$ cat config.mk
export PLATFORM = sky130hd
export DESIGN_NAME = mips_cpu_instr_memory_flat
export DESIGN_NICKNAME = d
export VERILOG_FILES = /design/src/rtl/mips_cpu_instr_memory_if.sv /design/src/rtl/mips_cpu_instr_memory.sv /design/src/flat_wrapper.sv
export SDC_FILE = /design/constraint.sdc
export NUM_CORES = 2
export LEC_CHECK = 0
export CAP_MARGIN = 20
export CELL_PAD_IN_SITES_DETAIL_PLACEMENT = 0
export CELL_PAD_IN_SITES_GLOBAL_PLACEMENT = 2
export CORE_MARGIN = 1.5
export CORE_UTILIZATION = 47
export DETAILED_ROUTE_END_ITERATION = 7
export PLACE_DENSITY_LB_ADDON = 0.08
export SETUP_SLACK_MARGIN = 0.5
export SYNTH_ARGS = -nofsm -noshare
export SYNTH_HDL_FRONTEND = slang
export SYNTH_SLANG_ARGS = --single-unit
$ cat constraint.sdc
create_clock -name clk_i -period 5.4 [get_ports clk_i]
set_input_delay 1.08 -clock clk_i [delete_from_list [all_inputs] [get_ports clk_i]]
set_output_delay 1.08 -clock clk_i [all_outputs]
set_load 0.02 [all_outputs]
$ cat src/rtl/mips_cpu_instr_memory_if.sv
// Instruction-fetch and program-load bus between the CPU/loader and the
// instruction memory.
interface mips_cpu_instr_memory_if;
  logic [31:0] instr_address;
  logic [31:0] instr_readdata;
  logic        load_start;
  logic        load_valid;
  logic [31:0] load_data;
  logic        load_last;
  logic        load_ready;

  modport master (
    output instr_address, load_start, load_valid, load_data, load_last,
    input  instr_readdata, load_ready
  );
  modport slave (
    input  instr_address, load_start, load_valid, load_data, load_last,
    output instr_readdata, load_ready
  );
endinterface

$ cat src/rtl/mips_cpu_instr_memory.sv
// Instruction memory at the reset vector: run-time loaded over a word-serial
// valid/ready port, zero-latency fetch, sticky fault on out-of-image fetches.
module mips_cpu_instr_memory #(
  parameter logic [31:0] BASE_ADDR = 32'hBFC00000,
  parameter int          DEPTH     = 64,
  parameter int          ADDR_W    = 6
) (
  input  logic                  clk_i,
  input  logic                  reset_i,
  input  logic                  clk_enable_i,
  mips_cpu_instr_memory_if.slave bus,
  output logic                  loaded_o,
  output logic [ADDR_W:0]       word_count_o,
  output logic                  fetch_fault_o
);

  typedef enum logic [1:0] {IDLE, LOAD, DONE} state_e;

  localparam logic [32:0] BASE33 = {1'b0, BASE_ADDR};
  localparam logic [32:0] SPAN   = 33'(4 * DEPTH);

  state_e              state_q, state_d;
  logic [ADDR_W-1:0]   ptr_q, ptr_d;
  logic [ADDR_W:0]     cnt_q, cnt_d;
  logic                fault_q, fault_d;
  logic [31:0]         mem_q [DEPTH];
  logic                we;

  logic [32:0]         off;
  logic                in_img;

  // 33-bit offset: a negative result (bit 32) means below the base, and
  // addresses near the top of the space cannot wrap into the image.
  always_comb begin
    off    = {1'b0, bus.instr_address} - BASE33;
    in_img = (bus.instr_address[1:0] == 2'b00) && !off[32] && (off < SPAN);
  end

  assign bus.instr_readdata = (state_q == DONE && in_img) ? mem_q[off[ADDR_W+1:2]]
                                                           : 32'h0;
  assign bus.load_ready     = (state_q == LOAD) && clk_enable_i;
  assign loaded_o           = (state_q == DONE);
  assign word_count_o       = cnt_q;
  assign fetch_fault_o      = fault_q;

  always_comb begin
    state_d = state_q;
    ptr_d   = ptr_q;
    cnt_d   = cnt_q;
    fault_d = fault_q;
    we      = 1'b0;
    case (state_q)
      IDLE: begin
        if (bus.load_start) begin
          state_d = LOAD;
          ptr_d   = '0;
          cnt_d   = '0;
        end
      end
      LOAD: begin
        // A restart wins over a word offered in the same cycle.
        if (bus.load_start) begin
          ptr_d = '0;
          cnt_d = '0;
        end else if (bus.load_valid && bus.load_ready) begin
          we    = 1'b1;
          ptr_d = ptr_q + 1'b1;
          cnt_d = cnt_q + 1'b1;
          if (bus.load_last || ptr_q == ADDR_W'(DEPTH - 1)) state_d = DONE;
        end
      end
      DONE: begin
        if (bus.load_start) begin
          state_d = LOAD;
          ptr_d   = '0;
          cnt_d   = '0;
          fault_d = 1'b0;
        end else if (!in_img && bus.instr_address != 32'h0) begin
          fault_d = 1'b1;
        end
      end
      default: state_d = IDLE;
    endcase
  end

  always_ff @(posedge clk_i) begin
    if (!reset_i) begin
      state_q <= IDLE;
      ptr_q   <= '0;
      cnt_q   <= '0;
      fault_q <= 1'b0;
      for (int i = 0; i < DEPTH; i++) mem_q[i] <= 32'h0;
    end else if (clk_enable_i) begin
      state_q <= state_d;
      ptr_q   <= ptr_d;
      cnt_q   <= cnt_d;
      fault_q <= fault_d;
      if (we) mem_q[ptr_q] <= bus.load_data;
    end
  end

endmodule

$ cat src/flat_wrapper.sv
// flat-port wrapper written by rule: the top's interface ports become plain ports
module mips_cpu_instr_memory_flat 
#(
  parameter logic [31:0] BASE_ADDR = 32'hBFC00000,
  parameter int          DEPTH     = 64,
  parameter int          ADDR_W    = 6
)
  (clk_i, reset_i, clk_enable_i, loaded_o, word_count_o, fetch_fault_o, bus_instr_address, bus_load_start, bus_load_valid, bus_load_data, bus_load_last, bus_instr_readdata, bus_load_ready);
  mips_cpu_instr_memory_if bus_i ();
  input  logic clk_i;
  input  logic reset_i;
  input  logic clk_enable_i;
  output logic loaded_o;
  output logic [ADDR_W:0] word_count_o;
  output logic fetch_fault_o;
  input wire logic [$bits(bus_i.instr_address)-1:0] bus_instr_address;
  input wire logic [$bits(bus_i.load_start)-1:0] bus_load_start;
  input wire logic [$bits(bus_i.load_valid)-1:0] bus_load_valid;
  input wire logic [$bits(bus_i.load_data)-1:0] bus_load_data;
  input wire logic [$bits(bus_i.load_last)-1:0] bus_load_last;
  output wire logic [$bits(bus_i.instr_readdata)-1:0] bus_instr_readdata;
  output wire logic [$bits(bus_i.load_ready)-1:0] bus_load_ready;
  assign bus_i.instr_address = bus_instr_address;
  assign bus_i.load_start = bus_load_start;
  assign bus_i.load_valid = bus_load_valid;
  assign bus_i.load_data = bus_load_data;
  assign bus_i.load_last = bus_load_last;
  assign bus_instr_readdata = bus_i.instr_readdata;
  assign bus_load_ready = bus_i.load_ready;
  mips_cpu_instr_memory #(.BASE_ADDR(BASE_ADDR), .DEPTH(DEPTH), .ADDR_W(ADDR_W)) u_core (.clk_i(clk_i), .reset_i(reset_i), .clk_enable_i(clk_enable_i), .bus(bus_i), .loaded_o(loaded_o), .word_count_o(word_count_o), .fetch_fault_o(fetch_fault_o));
endmodule
* Word level (Yosys, flattened, before mapping) *
Memories as Yosys holds them, arrays and structs flattened.
Cells that the tools add are included.

storage, ports and cells
  flip-flop bits (word level) = 16
  memory bits (writable) = 2048
  input port bits = 70
  memories = 1

memories
  memory        words  width  rd ports  clocked after memory_dff  write ports  line                         RTL
  u_core.mem_q  64     32     1         0                         64           mips_cpu_instr_memory.sv:26  logic [31:0] mem_q [DEPTH];

operators by class
  add/sub/neg operators = 3
  order comparisons = 1
  eq/ne operators = 8
  multiplexer cells = 27
  reductions and logical operators = 19

operator list
  operator                                                                       count
  32-bit two-way mux                                                             2
  33-bit by 9-bit less-than comparator with 1-bit output, second input constant  1
  32-bit by 32-bit subtractor with 33-bit output, second input constant          1
  32-bit nonzero test                                                            1
  32-bit OR reduction                                                            1
  6-bit two-way mux                                                              4
  7-bit two-way mux                                                              3
  7-bit case mux with 2 select lines                                             1
  6-bit case mux with 2 select lines                                             1
  1-bit two-way mux                                                              11
  2-bit two-way mux                                                              4
  7-bit by 1-bit adder with 7-bit output, second input constant                  1
  6-bit by 1-bit adder with 6-bit output, second input constant                  1
  6-bit equality test, second input constant                                     1
  1-bit logical AND                                                              6
  2-bit != test, second input constant                                           3
  5-bit AND reduction                                                            1
  2-bit logical NOT                                                              2
  2-bit case mux with 2 select lines                                             1
  4-bit AND reduction                                                            1
  2-bit nonzero test                                                             2
  3-bit != test, second input constant                                           1
  3-bit AND reduction                                                            1
  2-bit by 1-bit equality test with 1-bit output, second input constant          1
  other kinds (5)                                                                6

* Logic depth before layout (Yosys ltp) *
  word-level depth = 12
  depth in mapped cells = 11
  depth with buffers taken out = 7

* Worst setup path before layout *
Ideal clock, no wire load.

  kind = input to register
  start point = input clk_enable_i
  end point = memory u_core.mem_q[5][0], enable pin
  library setup time = 0.466 ns
  arrival time = 4.473 ns
  slack = 0.461 ns
  cell stages on the path = 6
  cell sequence = and3b_1 and4b_1 and2b_1 nand3_1 buf_2 o21ai_0

RTL lines
  what             line                         RTL
  start, declared  flat_wrapper.sv:12           input logic clk_enable_i;
  end, declared    mips_cpu_instr_memory.sv:26

* Worst setup path after layout *
  start point = input bus_instr_address[2]
  end point = output bus_instr_readdata[29]

between the ends
  longest elaborated chain between the ends = 6

ends and longest elaborated chain
  what                                                                                                            line                         RTL
  start, declared                                                                                                 flat_wrapper.sv:16           input wire logic [$bits(bus_i.instr_address)-1:0] bus_instr_address;
  32-bit by 32-bit subtractor with 33-bit output *                                                                mips_cpu_instr_memory.sv:35  off = {1'b0, bus.instr_address} - BASE33;
  parallel branches: the longest is 4 deep, another holds 33-bit by 9-bit less-than comparator with 1-bit output  -
  32-bit two-way mux *                                                                                            mips_cpu_instr_memory.sv:39  assign bus.instr_readdata = (state_q == DONE && in_img) ? mem_q[off[ADDR_W+1:2]]
  end, declared                                                                                                   flat_wrapper.sv:21           output wire logic [$bits(bus_i.instr_readdata)-1:0] bus_instr_readdata;

Every way passes the cells marked *.

==> out/metrics.cfg <==
[status]
status = finished, final reports clean

[floorplan]
die_area_um2 = 205000
start_util = 0.474
core_um2 = 200000
die_w_um = 452
row_count = 164
io_pins = 112
die_h_um = 452

[worst_setup_path]
path_cells = buf_16, buf_12, buf_12, buf_4, buf_4, mux4_2, mux2i_1, a21oi_2, mux2i_4, buf_4, a211oi_1, buf_4
r2r-start = u_core.state_q[0]
path_class = input port to primary output
rr_worst_depth = 7
cpLargestDelayFamily = buffers and inverters
cp_slowest_cell = mux4_2
cp.arrival_ns = 3.96
end_kind = primary output
r2r_slack_ns = 1.89
critPathBufInv = 7
worstPathRequired_ns = 4.32
cp-startpoint = bus_instr_address[2]
r2r-end = u_core.mem_q[18][6]
cp_num_cells = 12
crit_path_end = bus_instr_readdata[29]
startpoint_type = input port
slowest_delay_ns = 0.49
cpMostUsedCell = buf_4
critPathMaxFanout = 16

[routing]
vias = 54800
drt_wl_total_um = 313000
dr.pass1.iters = 5
wire_per_inst_um = 34.3
remaining_drc_errors = 0
via_per_inst = 6.01
ant_nets = 0
drt_iter0_markers = 7285

[cts]
cts_root_buf = clkbuf_16
cts.sinks = 2064
h-tree-depth = 4
max-clock-path-buffers = 3
cts_tree = built
clk_pin_slew_ns = 0.06
clock_latency_ns = 0.88
holdBufCountCts = 0
cts_made_buffers = 221

[sta]
rsz0062_at_grt = true
fin_setup_tns_ns = 0
final_hold_viol_count = 0
finalCritPeriodShare = 0.933
skew_ns = 0.0305
fin_ws_ns = 0.363
slew_viol_final = 0
maxSlewHeadroom = 0.279
setup_violations = 0
worst_slew_pin_slew_ns = 1.08
post-route-min-period_ns = 5.04
fmax_ghz = 0.199

[yosys]
synth_top_area_cell = edfxtp_1
synth_edf_count = 2048
syn_avg_cell_area_um2 = 15.5
syn_area_um2 = 94900
synthTopCellsByArea = edfxtp_1, and2_1, mux4_2, clkbuf_1, mux2i_1
yosysMostFrequentCell = and2_1
synthDistinctLibCells = 72
syn_nets = 6180
async_flop_share = 0
ys_seq_area_frac = 0.652
syn_inst = 6106
yosysTopAreaCellShare = 0.648
ys_seq_elements = 2064
yosysWarnings = 0
synth_flop_cell = edfxtp_1
synth_common_cells = and2_1, edfxtp_1, mux4_2

[cells_and_area]
seq_area_um2 = 61800
final_cells = 9108
fill_cells = 16300
nNetsFinal = 6334
layout-drive-gt1-share = 0.239
fin_area_um2 = 109000
area_delta_synth_final_pct = 14.5
multi_input_area_um2 = 31100

[power_and_ir_drop]
power.density_nw_per_um2 = 334
p_leak_nw = 38.2
ir_drop_v = 0.000317

[global_route]
antenna_found_initial = 25
grt_max_degree = 65
grt_pass1_wl_um = 435000
grt_pass1_vias = 54400
grt_remaining_overflow = 0
grt_usage = 0.307

[job]
cap_violations = 0

[placement]
place_inst = 8672
hpwl_um = 185000
post-place-ws_ns = -0.309
io_buffers = 111
place_congestion = 0.863
place_area_um2 = 101000

[worst_hold_path]
hold_class = flop to flop

[cells in the final DEF (no fill, tap or decap), types with 13 or more instances in the layout]
master           Yosys  final
a221oi_1            21     21
buf_2               46     32
clkinv_2             0     42
o21ai_0             91     27
mux4_2             522    522
buf_4               41    393
a211oi_1            21     18
dfxtp_1             16     16
edfxtp_1          2048   2048
mux2i_1            141    133
nor2_2               2     64
nor2b_1             17     17
nand3_1             22     21
bufinv_16            0     13
o21ai_4              0     64
a21oi_1             32     27
nand2_1            152    145
clkbuf_1           457     58
clkbuf_16            0    229
a32oi_1             30     22
mux2_2              14     14
clkdlybuf4s50_1      0     35
clkinv_1             0     51
and2_1            2056   2056
buf_12               2     68
nor2_1             104     42
[per-layer routing]
metal,up-vias,global-route usage,share of wire
li1,22800,-,-
met5,-,0,0.000042
met4,2,0.0894,0.030
met1,29100,0.444,0.42
met3,389,0.0538,0.083
met2,2515,0.478,0.47
[registers in the layout, summed over array words and instances (netlist names)]
signal	flops
u_core.mem_q	2048
u_core.ptr_q	6
u_core.word_count_o	7
u_core.state_q	2
u_core.fetch_fault_o	1
[stage by stage]
stage / util / hold slack [ns] / power (mW)
5_1_grt: 0.542 / 0.541 / 37.1
6_report: 0.542 / 0.489 / 36.2
2_1_floorplan: - / 0.489 / 20.4
4_1_cts: 0.541 / 0.496 / 36.4
3_3_place_gp: 0.505 / 0.475 / 21.8
3_5_place_dp: 0.505 / 0.486 / 21.8
[cell type report]
cell class | count | share of cell area
clock buffer | 288 | 0.0549
clock inverter | 116 | 0.00819
sequential | 2064 | 0.569
inverter | 7 | 0.000334
timing repair buffer | 567 | 0.0499
multi-input combinational | 3399 | 0.287
tap | 2656 | 0.0306
antenna | 11 | 0.000253
[power breakdown]
part           switching (mW)  leakage (nW)  internal, mW
sequential              0.197          19.9          18.3
clock                    6.37          3.36          8.33
combinational            1.94          14.9          1.12
total                    8.50          38.2          27.7
[repair_timing]
item                                    4_1_cts  5_1_grt
gates resized for setup                      62       33
pin swaps                                     3        3
endpoints found under the setup margin       32       30
setup buffers                                 6       10
gates cloned                                  4        0
[cell families (layout without fill, tap and decap cells)]
family	after synthesis	after routing	synth area share
buffers and inverters	643	978	0.0328
AOI/OAI and AO/OA	289	289	0.0209
muxes	677	677	0.140
other	0	11	0
DFF	2064	2064	0.652
and+or+nand+nor	2421	2421	0.153
xor gates and xnor gates	8	8	0.000739
adders and majority gates	4	4	0.000528
[tightest hold or removal path: cells and delay by family, from the launching register on]
| family | cells | cell delay, ns |
|---|---|---|
| compound gates | 2 | 0.12 |
| flops | 1 | 0.32 |
[worst min-delay path by stage]
stage	startpoint	to	slack, ns	cells after the start
2_1_floorplan	u_core.ptr_q[1]	u_core.ptr_q[1]	0.49	2
3_3_place_gp	u_core.word_count_o[6]	u_core.word_count_o[6]	0.47	2
3_5_place_dp	u_core.word_count_o[6]	u_core.word_count_o[6]	0.49	2
4_1_cts	u_core.word_count_o[6]	u_core.word_count_o[6]	0.50	2
5_1_grt	u_core.word_count_o[6]	u_core.word_count_o[6]	0.54	2
6_report	u_core.word_count_o[6]	u_core.word_count_o[6]	0.49	2
Note: power is estimated with default switching activity, not from simulation.
